## src/rtl/uart_arb_pkg.sv

```systemverilog
// Shared definitions for the debug-UART transmit arbiter: FSM encodings and defaults.
package uart_arb_pkg;

    localparam int DEF_N_REQ        = 4;
    localparam int DEF_HOLD_TIMEOUT = 1024;

    typedef enum logic [1:0] {
        ST_IDLE = 2'd0,
        ST_SEND = 2'd1,
        ST_HOLD = 2'd2
    } arb_state_e;

endpackage

```

## src/rtl/uart_tx_arbiter_rr_pick.sv

```systemverilog
// Round-robin picker: first set request at or above ptr, wrapping past N_REQ-1.
module rr_pick
    import uart_arb_pkg::*;
#(
    parameter int N_REQ = DEF_N_REQ,
    parameter int IDW   = $clog2(N_REQ)
) (
    input  logic [N_REQ-1:0] req,
    input  logic [IDW-1:0]   ptr,
    output logic             found,
    output logic [IDW-1:0]   idx
);

    logic [2*N_REQ-1:0] w_dbl;
    logic [2*N_REQ-1:0] w_shift;
    logic [N_REQ-1:0]   w_rot;
    logic [IDW-1:0]     w_enc;
    logic [IDW:0]       w_sum;

    // Rotate so that bit 0 corresponds to the requester at ptr.
    assign w_dbl   = {req, req};
    assign w_shift = w_dbl >> ptr;
    assign w_rot   = w_shift[N_REQ-1:0];

    // Priority-encode the lowest set bit of the rotated vector.
    always_comb begin
        found = 1'b0;
        w_enc = '0;
        for (int k = N_REQ - 1; k >= 0; k--) begin
            found = found | w_rot[k];
            w_enc = w_rot[k] ? IDW'(k) : w_enc;
        end
    end

    // Un-rotate: add ptr back and wrap modulo N_REQ (N_REQ need not be a power of two).
    assign w_sum = {1'b0, w_enc} + {1'b0, ptr};
    assign idx   = (w_sum >= (IDW+1)'(N_REQ)) ? IDW'(w_sum - (IDW+1)'(N_REQ))
                                               : w_sum[IDW-1:0];

endmodule

```

## src/rtl/uart_tx_arbiter.sv

```systemverilog
// Shares one UART transmitter among N_REQ byte streams, granting whole messages round-robin.
module uart_tx_arbiter
    import uart_arb_pkg::*;
#(
    parameter int N_REQ        = DEF_N_REQ,
    parameter int HOLD_TIMEOUT = DEF_HOLD_TIMEOUT
) (
    input  logic                       clk,
    input  logic                       rst_n,
    input  logic [N_REQ-1:0]           req_valid,
    input  logic [8*N_REQ-1:0]         req_data,
    input  logic [N_REQ-1:0]           req_last,
    output logic [N_REQ-1:0]           req_ack,
    output logic                       grant_active,
    output logic [$clog2(N_REQ)-1:0]   grant_id,
    output logic                       uart_valid,
    output logic [7:0]                 uart_data,
    input  logic                       uart_ack,
    input  logic                       uart_ready
);

    localparam int IDW = $clog2(N_REQ);
    localparam int HCW = $clog2(HOLD_TIMEOUT);

    arb_state_e     r_state;
    arb_state_e     w_state_next;
    logic           r_uart_valid;
    logic           w_uart_valid_next;
    logic [7:0]     r_uart_data;
    logic [7:0]     w_uart_data_next;
    logic           r_grant_active;
    logic           w_grant_active_next;
    logic [IDW-1:0] r_grant_id;
    logic [IDW-1:0] w_grant_id_next;
    logic [IDW-1:0] r_rr_ptr;
    logic [IDW-1:0] w_rr_ptr_next;
    logic [HCW-1:0] r_hold_cnt;
    logic [HCW-1:0] w_hold_cnt_next;
    logic           r_last_q;
    logic           w_last_q_next;

    logic           w_found;
    logic [IDW-1:0] w_pick_idx;
    logic [7:0]     w_pick_byte;
    logic [7:0]     w_hold_byte;
    logic [IDW-1:0] w_ptr_after;
    logic [HCW-1:0] w_hold_max;

    rr_pick #(
        .N_REQ (N_REQ),
        .IDW   (IDW)
    ) u_rr_pick (
        .req   (req_valid),
        .ptr   (r_rr_ptr),
        .found (w_found),
        .idx   (w_pick_idx)
    );

    assign w_pick_byte = req_data[{w_pick_idx, 3'b000} +: 8];
    assign w_hold_byte = req_data[{r_grant_id, 3'b000} +: 8];
    assign w_ptr_after = (r_grant_id == IDW'(N_REQ - 1)) ? '0 : r_grant_id + IDW'(1);
    assign w_hold_max  = HCW'(HOLD_TIMEOUT - 1);

    // FSM state register.
    always_ff @(posedge clk) begin
        if (!rst_n) begin
            r_state <= ST_IDLE;
        end else begin
            r_state <= w_state_next;
        end
    end

    // Next-state and datapath-register next values.
    always_comb begin
        w_state_next        = r_state;
        w_uart_valid_next   = r_uart_valid;
        w_uart_data_next    = r_uart_data;
        w_grant_active_next = r_grant_active;
        w_grant_id_next     = r_grant_id;
        w_rr_ptr_next       = r_rr_ptr;
        w_hold_cnt_next     = r_hold_cnt;
        w_last_q_next       = r_last_q;
        case (r_state)
            ST_IDLE: begin
                if (uart_ready && w_found) begin
                    w_uart_data_next    = w_pick_byte;
                    w_uart_valid_next   = 1'b1;
                    w_grant_id_next     = w_pick_idx;
                    w_grant_active_next = 1'b1;
                    w_last_q_next       = req_last[w_pick_idx];
                    w_state_next        = ST_SEND;
                end else begin
                    w_state_next = ST_IDLE;
                end
            end
            ST_SEND: begin
                if (uart_ack) begin
                    w_uart_valid_next = 1'b0;
                    if (r_last_q) begin
                        w_rr_ptr_next       = w_ptr_after;
                        w_grant_active_next = 1'b0;
                        w_state_next        = ST_IDLE;
                    end else begin
                        w_hold_cnt_next = '0;
                        w_state_next    = ST_HOLD;
                    end
                end else begin
                    w_state_next = ST_SEND;
                end
            end
            ST_HOLD: begin
                if (uart_ready && req_valid[r_grant_id]) begin
                    w_uart_data_next  = w_hold_byte;
                    w_last_q_next     = req_last[r_grant_id];
                    w_uart_valid_next = 1'b1;
                    w_state_next      = ST_SEND;
                end else if (r_hold_cnt == w_hold_max) begin
                    // Grantee stalled too long mid-message: release as if it had ended.
                    w_rr_ptr_next       = w_ptr_after;
                    w_grant_active_next = 1'b0;
                    w_state_next        = ST_IDLE;
                end else begin
                    w_hold_cnt_next = r_hold_cnt + HCW'(1);
                end
            end
            default: begin
                w_uart_valid_next   = 1'b0;
                w_grant_active_next = 1'b0;
                w_state_next        = ST_IDLE;
            end
        endcase
    end

    // Datapath registers.
    always_ff @(posedge clk) begin
        if (!rst_n) begin
            r_uart_valid   <= 1'b0;
            r_uart_data    <= 8'h00;
            r_grant_active <= 1'b0;
            r_grant_id     <= '0;
            r_rr_ptr       <= '0;
            r_hold_cnt     <= '0;
            r_last_q       <= 1'b0;
        end else begin
            r_uart_valid   <= w_uart_valid_next;
            r_uart_data    <= w_uart_data_next;
            r_grant_active <= w_grant_active_next;
            r_grant_id     <= w_grant_id_next;
            r_rr_ptr       <= w_rr_ptr_next;
            r_hold_cnt     <= w_hold_cnt_next;
            r_last_q       <= w_last_q_next;
        end
    end

    // Consume pulse to the grantee; reset masks an ack arriving in the same cycle.
    always_comb begin
        req_ack = '0;
        if (rst_n && uart_ack && (r_state == ST_SEND)) begin
            req_ack[r_grant_id] = 1'b1;
        end else begin
            req_ack = '0;
        end
    end

    assign uart_valid   = r_uart_valid;
    assign uart_data    = r_uart_data;
    assign grant_active = r_grant_active;
    assign grant_id     = r_grant_id;

endmodule
```

## config.mk

```make
export PLATFORM = sky130hd
export DESIGN_NAME = uart_tx_arbiter
export DESIGN_NICKNAME = d
export VERILOG_FILES = /design/src/rtl/uart_arb_pkg.sv /design/src/rtl/uart_tx_arbiter_rr_pick.sv /design/src/rtl/uart_tx_arbiter.sv
export SDC_FILE = /design/constraint.sdc
export NUM_CORES = 1
export LEC_CHECK = 0
export BUFFER_PORTS_ARGS = -buffer_cell sky130_fd_sc_hd__buf_2
export CAP_MARGIN = 30
export CORE_MARGIN = 2
export CORE_UTILIZATION = 35
export DETAILED_ROUTE_END_ITERATION = 7
export GPL_TIMING_DRIVEN = 1
export PLACE_DENSITY = 0.61
export REMOVE_ABC_BUFFERS = 1
export SETUP_SLACK_MARGIN = 0.5
export SKIP_CTS_REPAIR_TIMING = 1
export SYNTH_ARGS = -nofsm -noshare
export SYNTH_HDL_FRONTEND = slang
export SYNTH_SLANG_ARGS = --single-unit
```

## constraint.sdc

```tcl
create_clock -name clk -period 2.5 [get_ports clk]
set_clock_uncertainty 0.05 [all_clocks]
set_input_delay 0.5 -clock clk [delete_from_list [all_inputs] [get_ports clk]]
set_output_delay 0.5 -clock clk [all_outputs]
set_load 0.02 [all_outputs]
```

==> reports/metrics.cfg, run 1 <==
[finish]
drive_gt1_frac=0.3811
layout.nets=421
fin_util=0.4750
diodes=0
syn2layout_area_growth_pct=32.93
fillCellCount=657
final_cells=450

[job]
maxCapViolations=0

[worst_hold_path]
hold_path.class=reg -> reg

[placement]
portBuffers=59
hpwlAfterDp_mm=4.820
gpl.final_weighted_congestion=0.8603
post-place-cells=441

[yosys]
yosys_warnings=0
synth-edff-count=0
synthCells=297
synth_area_sq_um=2401
ys.flop_type=dfxtp_1
async_flop_share=0
ys_seq_elements=27
synth.distinct_cells=49
syn_avg_cell_area_sq_um=8.084
seq_area_frac_synth=0.2251

[die]
initial_core_util=0.3574
dieWidth_um=86.83
design.die.area_sq_um=7539
row_count=30
io_pins=60
core_area_sq_um=6719
die_h_um=86.83

[route]
ant_nets=0
wire_per_inst_um=15.11
vias=2510
via_per_inst=5.578
routed_wl_mm=6.800
dr.pass1.iters=4
drc=0
drt-initial-drc-count=96

[timing]
hold_violations=0
fin_crit_sh=0.9563
slew_headroom=0.6803
timing.hold.ws_ps=453.3
worstMarginPinSlew_ps=478.5
setup_tns_ps=0
rsz0062_at_grt=true
period_minus_slack_ps=2391
slew_violations=0
fmax_mhz=418.3
final-setup-viol-count=0

[clocking]
clock-root-buffer=clkbuf_8
cts_made_buffers=3
h-tree-depth=1
cts_sinks=27
clkTransAtPathRegs_ps=100
cts_buffer_depth=2
insertion_delay_ps=280
cts_tree=yes

[grt]
grt_pass1_wl_mm=10.33
first_global_vias=2225
grt_start_max_net_pins=21
grt_overflow=0
antenna_found_initial=0
grt_usage=0.1701

[worst_setup_path]
worst_setup_path_start_kind=flop
worstPathMaxFanout=7
cp_data_required_time_ps=2660
arrival_ps=2550
criticalPathCategory=reg -> reg
critPathCaptureType=flop

[power_and_ir_drop]
powerDensity_nw_per_um2=415.5
p_leak_nw=1.342
power_mw=1.326
vdd_drop_max_mv=0.2287

[outcome]
status=complete, no violations

[where the power goes]
| part | internal, mW | leakage [nW] | total (mW) | switching (mW) |
|---|---|---|---|---|
| Clock | 0.112 | 0.0255 | 0.262 | 0.150 |
| Combinational | 0.270 | 1.09 | 0.577 | 0.307 |
| Sequential | 0.462 | 0.223 | 0.487 | 0.0254 |
[synthesized netlist by cell type (all sizes together), types with 7 or more instances]
library cell | count | area (sq um)
nand2 | 41 | 156.4
inv | 7 | 26.28
xnor2 | 8 | 77.58
nor2 | 28 | 105.1
o31ai | 9 | 67.56
a41oi | 8 | 70.07
buf | 14 | 110.1
dfxtp | 27 | 540.5
nand3 | 15 | 75.07
and3 | 10 | 62.56
o21ai | 25 | 125.1
mux4 | 10 | 225.2
clkbuf | 10 | 37.54
nand3b | 7 | 52.55
mux2i | 15 | 150.1
[flip-flops by register name (all words and copies together) (netlist names)]
register / cells
uart_valid: 1
uart_data: 8
grant_id: 2
r_hold_cnt: 10
r_rr_ptr: 2
grant_active: 1
r_state: 2
r_last_q: 1
[layout by cell type (no fill, tap or decap), drive strengths merged, types with 8 or more instances in the layout]
cell	n
o31ai	9
mux4	10
buf	92
nand2	41
mux2i	15
xnor2	8
and3	10
dfxtp	27
o21ai	25
a41oi	8
nand3	15
nor2	28
[area by class of cell]
class                           instances  area, sq um  share of cell area
Multi-Input combinational cell        240         1861              0.5829
Timing Repair Buffer                   92        609.3              0.1909
Sequential cell                        27        549.3              0.1721
Tap cell                               80        100.1             0.03136
Clock buffer                            3        41.29             0.01294
Inverter                                7        26.28            0.008232
Clock inverter                          1        5.005            0.001568
[critical path, stage by stage (launching register included)]
cell	delay, ps
dfxtp_4	380
or4_1	460
o211ai_1	120
ha_2	300
xor2_4	200
buf_4	150
buf_6	130
nand2_2	60
mux2i_2	200
o31ai_4	100
a41oi_1	180
[path summary, 6_finish.rpt]
path | cells past startpoint | from | slack [ps] | endpoint
hold reg to reg | 2 | uart_valid | 450 | uart_valid
setup reg to reg | 10 | r_rr_ptr[0] | 110 | uart_data[7]
hold / removal | 2 | uart_valid | 450 | uart_valid
setup / recovery | 10 | r_rr_ptr[0] | 110 | uart_data[7]
[per-stage QoR]
step,setup slack [ps],instance area [sq um]
floorplan,-525.0,2253
global route,51.38,3192
detailed placement,-224.7,2879
CTS,-3.625,2925
global placement,-132.9,2879
finish,109.3,3192
[kinds of logic after synthesis]
family,count (synthesis),synth area share
multiplexers,25,0.1563
AO/OA/AOI/OAI,64,0.1897
XOR/XNOR,9,0.03909
AND/OR/NAND/NOR,135,0.2861
adder cells (fa/ha/maj),6,0.03127
flip-flops,27,0.2251
buffers and inverters,31,0.07244
[metal layers]
metal / wire length (um) / share of wire / vias to the layer above / GRT usage
li1: - / - / 1229 / -
met1: 3032 / 0.45 / 1199 / 0.2274
met2: 3346 / 0.49 / 76 / 0.2859
met3: 341 / 0.050 / 6 / 0.02667
met4: 80 / 0.012 / 0 / 0.04261
met5: 0 / 0 / - / 0
Note: power is estimated with default switching activity, not from simulation.
==> run 2: changes to the inputs <==
--- a/config.mk
+++ b/config.mk
@@ -11,10 +11,11 @@
 export CORE_UTILIZATION = 35
 export DETAILED_ROUTE_END_ITERATION = 7
 export GPL_TIMING_DRIVEN = 1
-export PLACE_DENSITY = 0.61
+export PLACE_DENSITY = 0.59
 export REMOVE_ABC_BUFFERS = 1
 export SETUP_SLACK_MARGIN = 0.5
 export SKIP_CTS_REPAIR_TIMING = 1
 export SYNTH_ARGS = -nofsm -noshare
 export SYNTH_HDL_FRONTEND = slang
+export SYNTH_HIERARCHICAL = 1
 export SYNTH_SLANG_ARGS = --single-unit
==> run 2 against run 1 <==
  * Core utilization grew 0.15 points
  * Wire length decreased by 32%
  * Register-to-register slack gained 110 ps
  * Synthesized cell count shrank 32%
  * Critical endpoint is now uart_data[2]
==> reports/metrics.cfg, run 2 <==
[clocking]
cts_sinks=27  ; unchanged
cts_buffer_depth=2  ; unchanged
h-tree-depth=1  ; unchanged
cts_made_buffers=3  ; unchanged
clock-root-buffer=clkbuf_8  ; unchanged
clkTransAtPathRegs_ps=90  ; was 100 ps
insertion_delay_ps=270  ; was 280 ps
cts_tree=yes  ; unchanged

[worst_setup_path]
r2r-start=r_rr_ptr[1]  ; was r_rr_ptr[0]
arrival_ps=2440  ; was 2550 ps
crit_path_top_delay_cell=mux4_2  ; was or4_1
crit_family=compound AO/OA/AOI/OAI gates  ; was simple AND/OR/NAND/NOR gates
worstPathMaxFanout=8  ; was 7
worst_setup_path_start_kind=primary input  ; was flop
reg2reg_to=uart_data[2]  ; was uart_data[7]
cp_data_required_time_ps=2620  ; was 2660 ps
crit_chain=buf_2 -> nor2b_1 -> a21oi_1 -> o22ai_1 -> o21a_1 -> ha_4 -> xnor2_4 -> xnor2_2 -> a21oi_2 -> buf_6 -> mux4_2 -> o2bb2ai_2  ; was or4_1 -> o211ai_1 -> ha_2 -> xor2_4 -> buf_4 -> buf_6 -> nand2_2 -> mux2i_2 -> o31ai_4 -> a41oi_1
criticalPathCategory=in -> reg  ; was reg -> reg
regToRegSetupSlack_ps=220  ; was 110 ps
reg2reg_depth=11  ; was 10
critPathCaptureType=flop  ; unchanged
cp_num_buf_inv=2  ; unchanged
max_stage_delay_ps=300  ; was 460 ps

[timing]
fmax_mhz=431.7  ; was 418.3 MHz
setup_tns_ps=0  ; unchanged
hold_violations=0  ; unchanged
rsz0062_at_grt=true  ; unchanged
worstMarginPinSlew_ps=585.6  ; was 478.5 ps
period_minus_slack_ps=2316  ; was 2391 ps
slew_headroom=0.6066  ; was 0.6803
slew_violations=0  ; unchanged
final-setup-viol-count=0  ; unchanged
fin_crit_sh=0.9265  ; was 0.9563

[yosys]
synthCells=201  ; was 297
seq_area_frac_synth=0.2943  ; was 0.2251
synth-edff-count=0  ; unchanged
synth_common_cells=dfxtp_1 (27), nand2_1 (24), nor2_1 (18)  ; was nand2_1 (40), nor2_1 (28), dfxtp_1 (27)
syn_avg_cell_area_sq_um=9.138  ; was 8.084 sq um
synth.distinct_cells=54  ; was 49
ys_seq_elements=27  ; unchanged
yosys_warnings=6  ; was 0
yosysMostFrequentCell=dfxtp_1  ; was nand2_1
synth_area_leaders=dfxtp_1 (29%), mux4_2 (12%), nand2_1 (4.9%)  ; was dfxtp_1 (23%), mux4_2 (9.4%), mux2i_1 (6.3%)
synth_area_sq_um=1837  ; was 2401 sq um
synth_top_area_cell=dfxtp_1  ; unchanged
ys.flop_type=dfxtp_1  ; unchanged
synth_top_area_share=0.2943  ; was 0.2251
async_flop_share=0  ; unchanged

[grt]
grt_pass1_wl_mm=7.762  ; was 10.33 mm
grt_overflow=0  ; unchanged
antenna_found_initial=0  ; unchanged
grt_usage=0.1577  ; was 0.1701
grt_start_max_net_pins=16  ; was 21
first_global_vias=1713  ; was 2225

[finish]
final_common_cell=buf_2  ; unchanged
seqCellArea_sq_um=546.8  ; was 549.3 sq um
final_area_sq_um=2419  ; was 3192 sq um
mostFrequentLayoutCells=buf_2 (59), nand2_1 (24), dfxtp_1 (22), nor2_1 (17), buf_4 (14)  ; was buf_2 (59), nand2_1 (36), nor2_1 (28), o21ai_0 (24), dfxtp_1 (22)
largest_reg_flops=10  ; unchanged
fin_util=0.4766  ; was 0.4750
top_register=r_hold_cnt  ; unchanged
multi_input_area_sq_um=1284  ; was 1861 sq um
layout.nets=321  ; was 421
diodes=0  ; unchanged
syn2layout_area_growth_pct=31.68  ; was 32.93%
fillCellCount=498  ; was 657
drive_gt1_frac=0.4296  ; was 0.3811

[outcome]
status=complete, no violations  ; unchanged

[die]
die_h_um=76.44  ; was 86.83 um
dieWidth_um=76.44  ; was 86.83 um
initial_core_util=0.3619  ; was 0.3574
core_area_sq_um=5075  ; was 6719 sq um
row_count=26  ; was 30
design.die.area_sq_um=5843  ; was 7539 sq um
io_pins=60  ; unchanged

[route]
vias=1742  ; was 2510
drt-initial-drc-count=48  ; was 96
wire_per_inst_um=13.52  ; was 15.11 um
via_per_inst=5.124  ; was 5.578
routed_wl_mm=4.596  ; was 6.800 mm
dr.pass1.iters=4  ; unchanged
ant_nets=0  ; unchanged
drc=0  ; unchanged

[worst_hold_path]
hold_path.class=reg -> reg  ; unchanged
holdPathEnd=uart_valid  ; unchanged
hp-start=uart_valid  ; unchanged
hold_depth=2  ; unchanged

[power_and_ir_drop]
powerDensity_nw_per_um2=768.6  ; was 415.5 nW/um^2
vdd_drop_max_mv=0.5529  ; was 0.2287 mV
p_leak_nw=0.9879  ; was 1.342 nW

[placement]
placed_area_sq_um=2293  ; was 2879 sq um
portBuffers=59  ; unchanged
gpl.final_weighted_congestion=0.7932  ; was 0.8603
hpwlAfterDp_mm=3.543  ; was 4.820 mm

[job]
maxCapViolations=0  ; unchanged

-- run 2: power breakdown --
part	switching, mW	internal [mW]
clock	0.135	0.112
sequential	0.0796	0.510
combinational	0.489	0.533
total	0.704	1.15
-- run 2: cell type report --
class / count / share of cell area
tap: 70 / 0.03621
inverter: 6 / 0.009312
timing repair buffer: 75 / 0.1785
sequential: 27 / 0.2261
multi-input combinational: 158 / 0.5308
clock buffer: 3 / 0.01707
clock inverter: 1 / 0.002069
-- run 2: cell families after synthesis --
| kind of cell | Yosys count | synth area share |
|---|---|---|
| AND/OR/NAND/NOR | 82 | 0.2269 |
| AO/OA/AOI/OAI | 53 | 0.2316 |
| flip-flops | 27 | 0.2943 |
| buffers and inverters | 16 | 0.04428 |
| multiplexers | 15 | 0.1526 |
| adder cells (fa/ha/maj) | 6 | 0.04087 |
| XOR/XNOR | 2 | 0.009539 |
-- run 2: how the worst max path moves through the flow --
| stage | from | depth (start not counted) | to | slack [ps] |
|---|---|---|---|---|
| after floorplan | req_valid[1] | 8 | uart_data[6] | 30 |
| after global placement | req_valid[1] | 10 | uart_data[6] | -60 |
| after detailed placement | req_valid[1] | 10 | uart_data[5] | -90 |
| after CTS | r_rr_ptr[1] | 9 | uart_data[5] | 160 |
| after global routing | req_valid[1] | 12 | uart_data[2] | 100 |
| final | req_valid[1] | 12 | uart_data[2] | 180 |
-- run 2: metrics by stage --
stage	hold WS, ps	power, mW	worst slack [ps]	std cells
floorplan	399.3	1.228	26.71	191
global placement	396.6	1.553	-59.24	336
detailed placement	397.6	1.563	-92.52	336
CTS	411.7	1.820	157.2	340
global route	437.6	1.993	102.5	340
finish	406.4	1.859	183.8	340
-- run 2: worst register-to-register path, delay by kind of cell (launching register included) --
family,cells,cell delay (ps)
DFF,1,350
and+or+nand+nor,1,150
AOI/OAI and AO/OA,5,720
xor gates and xnor gates,2,290
muxes,1,300
adders and majority gates,1,180
buffers and inverters,1,150
-- run 2: routing by layer --
layer / GRT usage / vias to the layer above / part of all wire
li1: - / 894 / -
met1: 0.2059 / 808 / 0.47
met2: 0.2743 / 38 / 0.48
met3: 0.02725 / 2 / 0.035
met4: 0.03091 / 0 / 0.0059
met5: 0 / - / 0
